### src/rtl/ps2_host_tx.sv
// Host-to-device PS/2 byte transmitter: inhibit, request-to-send, 11-bit frame on device clock, ack/timeout report.
// Optional `PS2_TX_RETRY_EN: one silent restart from INHIBIT after a NACK or timeout; otherwise the first failure pulses error.
module ps2_host_tx #(
    parameter int INHIBIT_CYCLES = 6000,
    parameter int TIMEOUT_CYCLES = 1000000
) (
    input  logic       clk,
    input  logic       reset,
    input  logic [7:0] tx_data,
    input  logic       tx_valid,
    output logic       tx_ready,
    output logic       busy,
    output logic       done,
    output logic       error,
    input  logic       ps2_clk_in,
    input  logic       ps2_data_in,
    output logic       ps2_clk_oe,
    output logic       ps2_data_oe
);
    localparam int CNT_MAX = (INHIBIT_CYCLES > TIMEOUT_CYCLES) ? INHIBIT_CYCLES : TIMEOUT_CYCLES;
    localparam int CNT_W   = $clog2(CNT_MAX + 1);
    localparam logic [CNT_W-1:0] INH_LAST = CNT_W'(INHIBIT_CYCLES - 1);
    localparam logic [CNT_W-1:0] TMO_LAST = CNT_W'(TIMEOUT_CYCLES - 1);

    typedef enum logic [2:0] {
        S_IDLE,
        S_INHIBIT,
        S_RTS,
        S_SEND,
        S_ACK,
        S_WAIT_IDLE
    } state_t;

    state_t           state_q, state_d;
    logic [CNT_W-1:0] cnt_q, cnt_d;
    logic [3:0]       bit_q, bit_d;
    logic [7:0]       data_q, data_d;
    logic             clk_oe_q, clk_oe_d;
    logic             data_oe_q, data_oe_d;
    logic             done_q, done_d;
    logic             error_q, error_d;
    logic             clk_meta_q, clk_sync_q, clk_prev_q;
    logic             dat_meta_q, dat_sync_q;
    logic             clk_fall;
    logic             fail;
`ifdef PS2_TX_RETRY_EN
    logic             retry_q, retry_d;
`endif

    // Idle bus level is high, so the synchronizers reset to 1 to avoid a phantom fall.
    always_ff @(posedge clk) begin
        if (reset) begin
            clk_meta_q <= 1'b1;
            clk_sync_q <= 1'b1;
            clk_prev_q <= 1'b1;
            dat_meta_q <= 1'b1;
            dat_sync_q <= 1'b1;
        end else begin
            clk_meta_q <= ps2_clk_in;
            clk_sync_q <= clk_meta_q;
            clk_prev_q <= clk_sync_q;
            dat_meta_q <= ps2_data_in;
            dat_sync_q <= dat_meta_q;
        end
    end

    assign clk_fall = clk_prev_q & ~clk_sync_q;

    always_comb begin
        state_d   = state_q;
        cnt_d     = cnt_q;
        bit_d     = bit_q;
        data_d    = data_q;
        data_oe_d = data_oe_q;
        clk_oe_d  = 1'b0;
        done_d    = 1'b0;
        error_d   = 1'b0;
        fail      = 1'b0;
`ifdef PS2_TX_RETRY_EN
        retry_d   = retry_q;
`endif
        case (state_q)
            S_IDLE: begin
                if (tx_valid) begin
                    data_d  = tx_data;
                    cnt_d   = '0;
                    state_d = S_INHIBIT;
`ifdef PS2_TX_RETRY_EN
                    retry_d = 1'b0;
`endif
                end
            end
            S_INHIBIT: begin
                if (cnt_q == INH_LAST) state_d = S_RTS;
                else                   cnt_d   = cnt_q + 1'b1;
            end
            S_RTS: begin
                state_d = S_SEND;
                cnt_d   = '0;
                bit_d   = '0;
            end
            S_SEND: begin
                cnt_d = cnt_q + 1'b1;
                if (cnt_q == TMO_LAST) begin
                    fail = 1'b1;
                end else if (clk_fall) begin
                    bit_d = bit_q + 1'b1;
                    if (bit_q == 4'd9) begin
                        data_oe_d = 1'b0;
                        state_d   = S_ACK;
                    end else if (bit_q == 4'd8) begin
                        data_oe_d = ^data_q;
                    end else begin
                        data_oe_d = ~data_q[bit_q[2:0]];
                    end
                end
            end
            S_ACK: begin
                cnt_d = cnt_q + 1'b1;
                // A device fall on the timeout cycle still delivers its ack result.
                if (clk_fall) begin
                    state_d = S_WAIT_IDLE;
                    if (!dat_sync_q) done_d = 1'b1;
                    else             fail   = 1'b1;
                end else if (cnt_q == TMO_LAST) begin
                    fail = 1'b1;
                end
            end
            S_WAIT_IDLE: begin
                if (clk_sync_q && dat_sync_q) state_d = S_IDLE;
            end
            default: state_d = S_IDLE;
        endcase

        if (fail) begin
`ifdef PS2_TX_RETRY_EN
            if (!retry_q) begin
                retry_d = 1'b1;
                cnt_d   = '0;
                state_d = S_INHIBIT;
            end else begin
                error_d = 1'b1;
                state_d = S_WAIT_IDLE;
            end
`else
            error_d = 1'b1;
            state_d = S_WAIT_IDLE;
`endif
        end

        // Line drivers are registered from the next state so they never glitch.
        clk_oe_d = (state_d == S_INHIBIT) || (state_d == S_RTS);
        if (state_d == S_RTS)       data_oe_d = 1'b1;
        else if (state_d != S_SEND) data_oe_d = 1'b0;
    end

    always_ff @(posedge clk) begin
        if (reset) begin
            state_q   <= S_IDLE;
            cnt_q     <= '0;
            bit_q     <= '0;
            data_q    <= '0;
            clk_oe_q  <= 1'b0;
            data_oe_q <= 1'b0;
            done_q    <= 1'b0;
            error_q   <= 1'b0;
        end else begin
            state_q   <= state_d;
            cnt_q     <= cnt_d;
            bit_q     <= bit_d;
            data_q    <= data_d;
            clk_oe_q  <= clk_oe_d;
            data_oe_q <= data_oe_d;
            done_q    <= done_d;
            error_q   <= error_d;
        end
    end

`ifdef PS2_TX_RETRY_EN
    always_ff @(posedge clk) begin
        if (reset) retry_q <= 1'b0;
        else       retry_q <= retry_d;
    end
`endif

    assign tx_ready    = (state_q == S_IDLE);
    assign busy        = ~tx_ready;
    assign done        = done_q;
    assign error       = error_q;
    assign ps2_clk_oe  = clk_oe_q;
    assign ps2_data_oe = data_oe_q;

endmodule
### config.mk
export PLATFORM = sky130hd
export DESIGN_NAME = ps2_host_tx
export DESIGN_NICKNAME = d
export VERILOG_FILES = /design/src/rtl/ps2_host_tx.sv
export SDC_FILE = /design/constraint.sdc
export NUM_CORES = 1
export LEC_CHECK = 0
export CORE_MARGIN = 2
export CORE_UTILIZATION = 35
export DETAILED_ROUTE_END_ITERATION = 7
export GPL_TIMING_DRIVEN = 0
export PLACE_DENSITY = 0.61
export SLEW_MARGIN = 20
export SYNTH_ARGS = -nofsm -noshare
export SYNTH_HDL_FRONTEND = slang
export SYNTH_SLANG_ARGS = --single-unit
### constraint.sdc
create_clock -name clk -period 3.35 [get_ports clk]
set_input_delay 0.67 -clock clk [delete_from_list [all_inputs] [get_ports clk]]
set_output_delay 0.67 -clock clk [all_outputs]
set_load 0.03 [all_outputs]
==> results by group <==
Outcome
  • Status: finished clean

CTS
  • Setup Fix Bufs, Post-CTS: 0
  • Num Clock Sinks: 44
  • Clock root cell: clkbuf_8
  • CTS buffer count: 5
  • Post-cts resize count: 0
  • Cts hold-fix bufs: 0
  • H-tree levels: 2
  • Clock Latency Late Sink: 0.30 ns
  • CTS max path bufs: 2
  • Clock-pin transition on the worst setup and hold timing paths: 0.09 ns
  • TritonCTS clock tree: done

Logic synthesis
  • Seq cells post-synth: 44
  • Share of the synthesized area in the top cell type: 39.8%
  • Cells taking the most area after synthesis: dfxtp_1 (40%), xnor2_1 (5.5%), nand2_1 (5.4%)
  • FFs w/ async S/R, synth: 0%
  • Largest area contributor in the netlist: dfxtp_1
  • Post-synthesis cell count: 267
  • Synth unique cells: 44
  • Syn_nets: 284
  • Post-synth EDFFs: 0
  • Most used flip-flop cell after synthesis: dfxtp_1
  • Syn. warnings: 0
  • Mean Syn Cell Area: 8.28 sq um
  • Netlist Area Pre-Place: 2210 sq um
  • Register area share after synthesis: 39.8%

Placed design
  • Post-DP HPWL: 3480 um
  • PortBufs: 17
  • Final GP Congestion: 0.822

Layout
  • Share of cells above drive strength 1: 7.19%
  • Syn-to-layout area delta: 16.1%
  • Filler cell count: 638
  • N_diodes: 0
  • Nets@finish: 308

Setup path
  • Critical path arrival: 2.06 ns
  • Setup Crit Path Kind: reg2out
  • Critical Path Sink Type: primary output
  • Worst r2r src: cnt_q[0]$_SDFFE_PP0P_
  • Critical path cell sequence: clkbuf_1 > nor3_1 > clkdlybuf4s50_1
  • Critical Path Start: state_q[2]$_SDFF_PP0_
  • Critical path peak fanout: 10
  • WP data required: 2.68 ns
  • R2r endpoint: ps2_data_oe$_SDFFE_PP0P_
  • Worst Reg-to-Reg Cells: 7
  • Slowest cell delay on critical path: 0.76 ns
  • R2r setup slk: 1.01 ns
  • Slowest CP cell: clkdlybuf4s50_1
  • Critical Path Source Type: register
  • CP top delay family: buffers and inverters
  • CP bufs+invs: 2

Route
  • Antenna Nets Post-Route: 0
  • TritonRoute pass-1 iters: 4
  • Vias: 1896
  • Post-detailed-route wirelength per cell: 13.0 um
  • Via/cell ratio: 5.17
  • Final WL: 4760 um
  • DRC viols: 0
  • Iter 0 DRT Violations: 77

STA
  • Slew Limit Fails: 0
  • Setup_tns: 0 ns
  • Min Tclk post-route: 2.73 ns
  • Fmax: 366 MHz
  • Unrepaired setup endpoints after global routing: false
  • Measured slew at the worst slew-check pin: 0.558 ns
  • Rel. slew slack: 62.3%
  • Final Hold Fails: 0
  • Period utilization: 81.6%
  • Finish-stage setup viols: 0
  • Worst Clk Skew: 0.00499 ns

Power and ir drop
  • Power Density: 385 nW/um^2
  • Total power draw: 0.000987 W
  • Maximum VDD drop: 0.000195 V
  • Leak: 0.874 nW

GRT
  • Grt ovf: 0
  • Initial antenna violation count: 0
  • Largest net degree at the start of global routing: 16
  • First-pass GRT wire length: 8300 um
  • Tot GR Track Use: 14.5%
  • Number of global-route vias before repair: 1755

Floorplanning
  • Die area: 6970 sq um
  • Ports: 19
  • Starting Density: 36.7%
  • Chip Height: 83.5 um
  • Area of the core: 6030 sq um
  • DIE WIDTH: 83.5 um
  • Row count: 28

Worst hold path
  • Tightest Hold Check Type: reg2reg
  • Hold path startpoint: dat_meta_q$_SDFF_PP1_
  • Endpoint, Worst Hold: dat_sync_q$_SDFF_PP1_
  • Hold Crit Depth: 1

Flow run
  • Max Cap Viol: 0
state kept, by name (all words and copies together) (netlist names):
name	flops
cnt_q	20
data_q	8
bit_q	4
state_q	3
clk_meta_q	1
clk_prev_q	1
clk_sync_q	1
dat_meta_q	1
dat_sync_q	1
done	1
error	1
ps2_clk_oe	1
ps2_data_oe	1
worst register-to-register path, stage by stage, from the launching register on:
cell and delay [ns]:
dfxtp_1 0.39, ha_1 0.24, and4_1 0.28, nand2_1 0.12, nor4_1 0.49, a21oi_1 0.27
o211a_1 0.21, o2111a_1 0.24
per-layer routing:
metal | up-vias | global-route usage [%] | wire length, um
met5 | - | 0 | 0
met4 | 0 | 4.84 | 70
met3 | 8 | 3.26 | 137
met2 | 32 | 22.4 | 2090
met1 | 880 | 20.1 | 2460
li1 | 976 | - | -
Yosys cell counts (2+ instances only):
library cell / n
dfxtp_1: 44
nand2_1: 32
nor2_1: 29
a21oi_1: 22
xnor2_1: 14
nand3_1: 13
inv_1: 11
o21ai_0: 11
clkbuf_1: 8
or3_1: 6
xor2_1: 6
and3_1: 5
nand4_1: 5
nor4_1: 5
or2_2: 5
ha_1: 4
mux2i_1: 4
nor2b_1: 4
and2_1: 3
and4b_1: 3
nor3_1: 3
nor4b_1: 3
a211oi_1: 2
and4_1: 2
buf_2: 2
mux4_2: 2
nor3_2: 2
worst max-delay path by stage:
stage	to	slack (ns)	depth (start not counted)
6_report	tx_ready	0.62	3
5_1_grt	tx_ready	0.47	3
4_1_cts	tx_ready	0.59	3
3_5_place_dp	cnt_q[14]$_SDFFE_PP0P_	0.76	6
3_3_place_gp	cnt_q[14]$_SDFFE_PP0P_	0.74	6
2_1_floorplan	busy	0.97	3
stage by stage:
step | instance area (sq um) | setup WS (ns) | instances | hold WS, ns | utilization (%)
after CTS | 2570 | 0.591 | 367 | 0.419 | 42.6
after global placement | 2470 | 0.740 | 359 | 0.393 | 41.1
after detailed placement | 2470 | 0.757 | 359 | 0.397 | 41.1
after floorplan | 2210 | 0.968 | 267 | 0.389 | -
after global routing | 2570 | 0.472 | 367 | 0.425 | 42.6
final | 2570 | 0.616 | 367 | 0.417 | 42.6
cell usage in the layout, fill, tap and decap left out, drive strengths merged, types with 6 or more instances in the layout:
cell type / netlist / final
dfxtp: 44 / 44
inv: 11 / 11
or3: 7 / 7
xor2: 6 / 6
nor2: 29 / 29
nand3: 13 / 13
xnor2: 14 / 14
clkbuf: 8 / 13
o21ai: 11 / 11
a21oi: 22 / 22
or2: 6 / 6
nand2: 32 / 32
clkdlybuf4s50: 0 / 17
cell families (layout without fill, tap and decap cells):
family	count (synthesis)	count (layout)	share of synthesized area, %
muxes	6	6	3.85
buffers and inverters	22	47	4.19
and+or+nand+nor	126	126	29.9
adders and majority gates	4	4	2.26
AOI/OAI and AO/OA	45	45	12.0
DFF	44	44	39.8
xor gates and xnor gates	20	20	7.92
where the power goes:
part	switching (W)	internal, W	total (W)
sequential	0.00000857	0.000534	0.000543
combinational	0.0000548	0.0000478	0.000103
clock	0.000194	0.000148	0.000342
final cells by class:
type / instances / area [sq um] / area share (%)
Sequential cell: 44 / 881 / 34.3
Multi-Input combinational cell: 201 / 1240 / 48.2
Inverter: 11 / 41.3 / 1.61
Timing Repair Buffer: 17 / 170 / 6.63
Buffer: 11 / 51.3 / 2.00
Clock buffer: 5 / 68.8 / 2.68
Clock inverter: 3 / 23.8 / 0.926
Tap cell: 75 / 93.8 / 3.65
No activity file was read; power rests on OpenSTA's default activity.
